**config.mk**
```make
export PLATFORM = sky130hd
export DESIGN_NAME = data_mem_responder
export DESIGN_NICKNAME = d
export VERILOG_FILES = /design/src/rtl/data_mem_responder.sv
export SDC_FILE = /design/constraint.sdc
export NUM_CORES = 2
export LEC_CHECK = 0
export ABC_AREA = 1
export CAP_MARGIN = 0
export CORE_MARGIN = 2
export CORE_UTILIZATION = 40
export CTS_CLUSTER_SIZE = 24
export DETAILED_ROUTE_END_ITERATION = 12
export HOLD_SLACK_MARGIN = 0.03
export PLACE_DENSITY_LB_ADDON = 0.3
export SETUP_SLACK_MARGIN = 0.4
export SLEW_MARGIN = 20
export SYNTH_ARGS = -nofsm -noshare
export SYNTH_HDL_FRONTEND = slang
export SYNTH_SLANG_ARGS = --single-unit
```
**constraint.sdc**
```tcl
create_clock -name CLK -period 12.9 [get_ports CLK]
set_clock_uncertainty 0.15 [all_clocks]
set_input_delay 3.87 -clock CLK [delete_from_list [all_inputs] [get_ports CLK]]
set_output_delay 3.87 -clock CLK [all_outputs]
set_load 0.005 [all_outputs]
```
**src/rtl/data_mem_responder.sv**
```systemverilog
// data_mem_responder
//   Slave end of the CPU data-memory request interface. Accepts one word
//   read or write request, holds it for LATENCY cycles, then returns a
//   one-cycle response carrying read data and an error flag.
//
// Parameters
//   DEPTH   : number of 32-bit words in the array (power of two, >= 4)
//   ADDR_W  : byte address width
//   LATENCY : cycles from acceptance to response (1..15)
//
// Ports
//   CLK        in   rising-edge clock
//   RST        in   asynchronous active-high reset
//   req_valid  in   request present, sampled only while idle
//   req_we     in   1 = write, 0 = read
//   req_addr   in   byte address
//   req_wdata  in   write data
//   busy       out  request in flight, new requests ignored
//   resp_valid out  one-cycle response strobe
//   resp_rdata out  read data, held until the next response
//   resp_err   out  misaligned or out-of-range access
module data_mem_responder #(
  parameter int DEPTH   = 64,
  parameter int ADDR_W  = 32,
  parameter int LATENCY = 2
) (
  input  logic              CLK,
  input  logic              RST,
  input  logic              req_valid,
  input  logic              req_we,
  input  logic [ADDR_W-1:0] req_addr,
  input  logic [31:0]       req_wdata,
  output logic              busy,
  output logic              resp_valid,
  output logic [31:0]       resp_rdata,
  output logic              resp_err
);

  localparam int         IDX_W    = $clog2(DEPTH);
  localparam logic [3:0] CNT_INIT = (LATENCY > 1) ? 4'(LATENCY - 2) : 4'd0;

  typedef enum logic [1:0] {IDLE, WAIT, RESP} state_t;

  state_t            r_state, w_next;
  logic [3:0]        r_cnt;
  logic [ADDR_W-1:0] r_addr;
  logic              r_we;
  logic [31:0]       r_wdata;
  logic [31:0]       r_rdata;
  logic              r_err;
  logic [31:0]       r_mem [DEPTH];

  logic              w_accept;
  logic              w_enter_resp;
  logic [ADDR_W-1:0] w_addr;
  logic              w_we;
  logic [31:0]       w_wdata;
  logic [IDX_W-1:0]  w_idx;
  logic              w_err;

  assign w_accept = (r_state == IDLE) && req_valid;

  // With LATENCY=1 the access happens on the acceptance edge itself, so the
  // operands come straight from the request pins rather than the latch.
  assign w_addr  = (r_state == IDLE) ? req_addr  : r_addr;
  assign w_we    = (r_state == IDLE) ? req_we    : r_we;
  assign w_wdata = (r_state == IDLE) ? req_wdata : r_wdata;
  assign w_idx   = w_addr[IDX_W+1:2];

  // Every address bit above the word index must be zero: no aliasing.
  assign w_err = (w_addr[1:0] != 2'b00) || ((w_addr >> (IDX_W + 2)) != '0);

  always_comb begin
    w_next       = r_state;
    w_enter_resp = 1'b0;
    case (r_state)
      IDLE: if (req_valid) begin
        if (LATENCY == 1) begin
          w_next       = RESP;
          w_enter_resp = 1'b1;
        end else begin
          w_next = WAIT;
        end
      end
      WAIT: if (r_cnt == 4'd0) begin
        w_next       = RESP;
        w_enter_resp = 1'b1;
      end
      RESP:    w_next = IDLE;
      default: w_next = IDLE;
    endcase
  end

  always_ff @(posedge CLK or posedge RST) begin
    if (RST) begin
      r_state <= IDLE;
      r_cnt   <= 4'd0;
      r_addr  <= '0;
      r_we    <= 1'b0;
      r_wdata <= 32'd0;
      r_rdata <= 32'd0;
      r_err   <= 1'b0;
    end else begin
      r_state <= w_next;
      if (w_accept) begin
        r_addr  <= req_addr;
        r_we    <= req_we;
        r_wdata <= req_wdata;
        r_cnt   <= CNT_INIT;
      end else if (r_state == WAIT && r_cnt != 4'd0) begin
        r_cnt <= r_cnt - 4'd1;
      end
      if (w_enter_resp) begin
        r_err   <= w_err;
        r_rdata <= (!w_err && !w_we) ? r_mem[w_idx] : 32'd0;
      end else if (r_state == RESP) begin
        r_err <= 1'b0;
      end
    end
  end

  // Storage is not reset. A write commits only on the edge entering RESP;
  // reset forces IDLE, so a request caught in WAIT never reaches the array.
  always_ff @(posedge CLK) begin
    if (w_enter_resp && w_we && !w_err)
      r_mem[w_idx] <= w_wdata;
  end

  assign busy       = (r_state != IDLE);
  assign resp_valid = (r_state == RESP);
  assign resp_rdata = r_rdata;
  assign resp_err   = r_err;

endmodule

```
==> results.cfg <==
[sta]
finalMaxSlewViolations = 0
fmaxAchievable_mhz = 131
period_share_pct = 59.4
rsz0062_at_grt = no
hold_ws_ns = 0.333
min_period_ns = 7.66
slew-limit-headroom_pct = 25.3
setup-violations-final = 0
fin_tns_setup_ns = 0
finalHoldViolations = 0
worst_slew_pin_slew_ns = 1.12

[synth]
synth_common_cells = nand2_1, edfxtp_1, inv_1
syn-num-nets = 8538
synth.largest_area_cell = edfxtp_1
yosysMostFrequentCell = nand2_1
yosysSeqAreaShare_pct = 71.3
synth_top_area_share_pct = 68.4
syn_avg_cell_area_sq_um = 10.6
yosys_warnings = 0
synth_cell_types = 31
synth_area_sq_mm = 0.0899
synth_edf_count = 2048
netlist_instances = 8468
ys_seq_elements = 2152
synth_top_cells_by_area = edfxtp_1, nand2_1, inv_1
synthArstFlopShare_pct = 4.83
ys.flop_type = edfxtp_1

[floorplanning]
die_area_sq_mm = 0.229
die_x_um = 478
core_sq_mm = 0.224
chipHeight_um = 478
start_util_pct = 40.1
io_pins = 103
placementRows = 174

[detailed_routing]
drc_errors = 0
wirelength_mm = 275
ant_nets = 0
drt_iter0_drc = 7895
routedLengthMet1_mm = 112
met3_length_mm = 25.2
avgViaCountPerCell = 5.21
top_layer = met5
dr.pass1.iters = 8
wl_met2_mm = 125
wl_per_cell_um = 23.5
num_vias = 61000

[global_routing]
grt_pass1_wl_mm = 397
grt-ovfl-total = 0
grt_start_max_net_pins = 175
antenna_found_initial = 19
grt_pass1_vias = 57500
grt_util_all_layers_pct = 23.6

[place]
dp_hpwl_mm = 152
dpl_cell_area_sq_mm = 0.0951
gp_congestion = 0.915
io_buffers = 102

[setup_path]
cp_data_arrival_time_ns = 8.31
cp.required_ns = 13.55
cp_max_fo = 79
cp-start-kind = input port
path_class = in -> reg
cp-end-kind = register

[power]
p_leak_nw = 40.7
vdd_ir_drop_max_mv = 0.143
powerDensity_mw_per_mm2 = 175

[final_layout]
final_area_sq_mm = 0.102
syn2layout_area_growth_pct = 13.2
drive_above_1_share_pct = 6.64
multi_input_comb_area_sq_mm = 0.0214
fillers = 20500
num-nets-final = 8604
seq_area_sq_mm = 0.0641

[cts]
cts_buffers = 213
cts_setup_buffers = 0
clk_path_buf_depth = 3
path_clk_slew_ns = 0.06
hold_buffers = 0
cts.sinks = 2152
ctsHtreeMaxLevel = 4
cts_resized = 0
clk_latency_ns = 0.84
cts_tree = built
cts-root-buf = clkbuf_16

[worst_hold_path]
hp-class = reg -> reg

[run_status]
run_status = finished clean

[job]
cap_violations = 0
metal layers:
metal	up-vias	GRT usage, %
met5	-	0
met4	6	9.56
met3	486	4.28
met2	2795	37.0
met1	30000	32.4
li1	27800	-
cell type report:
cell class / count / share of cell area [%]
flip-flops and latches: 2152 / 62.9
multi-input cells: 5008 / 21.0
clock buffers: 288 / 5.65
well taps: 2992 / 3.68
inverters: 892 / 3.29
repair buffers: 267 / 2.52
clock inverters: 103 / 0.875
diodes: 11 / 0.0270
where the power goes:
part,internal [W],switching (W)
clock,0.00332,0.00267
sequential,0.00809,0.0000245
combinational,0.000756,0.00296
total,0.0122,0.00565
worst paths after layout:
check                            startpoint        endpoint  slack (ns)  cells after the start
worst min register to register     r_cnt[3]        r_cnt[3]        0.33                      1
worst max register to register   r_state[1]   resp_rdata[6]        7.08                     14
max in group asynchronous               RST  resp_rdata[18]        7.69                      3
min in group asynchronous               RST       r_addr[0]        3.35                      2
worst min-delay path               r_cnt[3]        r_cnt[3]        0.33                      1
worst max-delay path            req_addr[2]   resp_rdata[7]        5.24                     15
placed cells by master, fill, tap and decap left out, drive strengths merged, types with 3 or more instances in the layout:
master / Yosys / layout
clkinvlp: 0 / 3
clkdlybuf4s50: 0 / 102
clkbuf: 135 / 288
diode: 0 / 11
inv: 892 / 894
a21oi: 41 / 41
dfrtp: 104 / 104
and2: 24 / 24
buf: 281 / 165
o21ai: 300 / 300
clkinv: 0 / 88
nand2: 3678 / 3678
edfxtp: 2048 / 2048
nand3: 581 / 581
nand4: 128 / 128
nor2: 239 / 239
bufinv: 0 / 10
nor3: 10 / 10
worst max-delay path, stage by stage:
cell and delay (ns):
clkdlybuf4s50_1 0.53, nand2_1 0.11, nand2_4 0.44, buf_4 0.77, buf_4 0.77, o21ai_0 0.17
nand2_1 0.09, nand2_1 0.07, nand2_1 0.06, nand2_1 0.08, nand2_1 0.07, nand2_1 0.23
nor2_1 0.62, nand3_1 0.17, nand2_1 0.10
registers in the layout (all words and copies together), names as in the netlist:
signal	count
r_mem	2048
r_addr	32
r_wdata	32
resp_rdata	32
r_cnt	4
r_state	2
r_we	1
resp_err	1
logic make-up (layout without fill, tap and decap cells):
group | count (synthesis) | after routing | share of synthesized area (%)
and+or+nand+nor | 4664 | 4664 | 20.8
DFF | 2152 | 2152 | 71.3
buffers and inverters | 1308 | 1550 | 5.97
AOI/OAI and AO/OA | 342 | 342 | 1.93
adders and majority gates | 2 | 2 | 0.0278
other | 0 | 11 | 0
through the flow:
stage	utilization [%]	worst slack, ns	std cells	total power [W]
after floorplan	-	5.61	8468	0.0104
after global placement	42.3	4.46	11300	0.0119
after detailed placement	42.4	4.44	11300	0.0119
after CTS	45.4	5.33	11700	0.0178
after global routing	45.4	5.06	11700	0.0184
final	45.4	5.24	11700	0.0178
(Power assumes the default switching activity.)
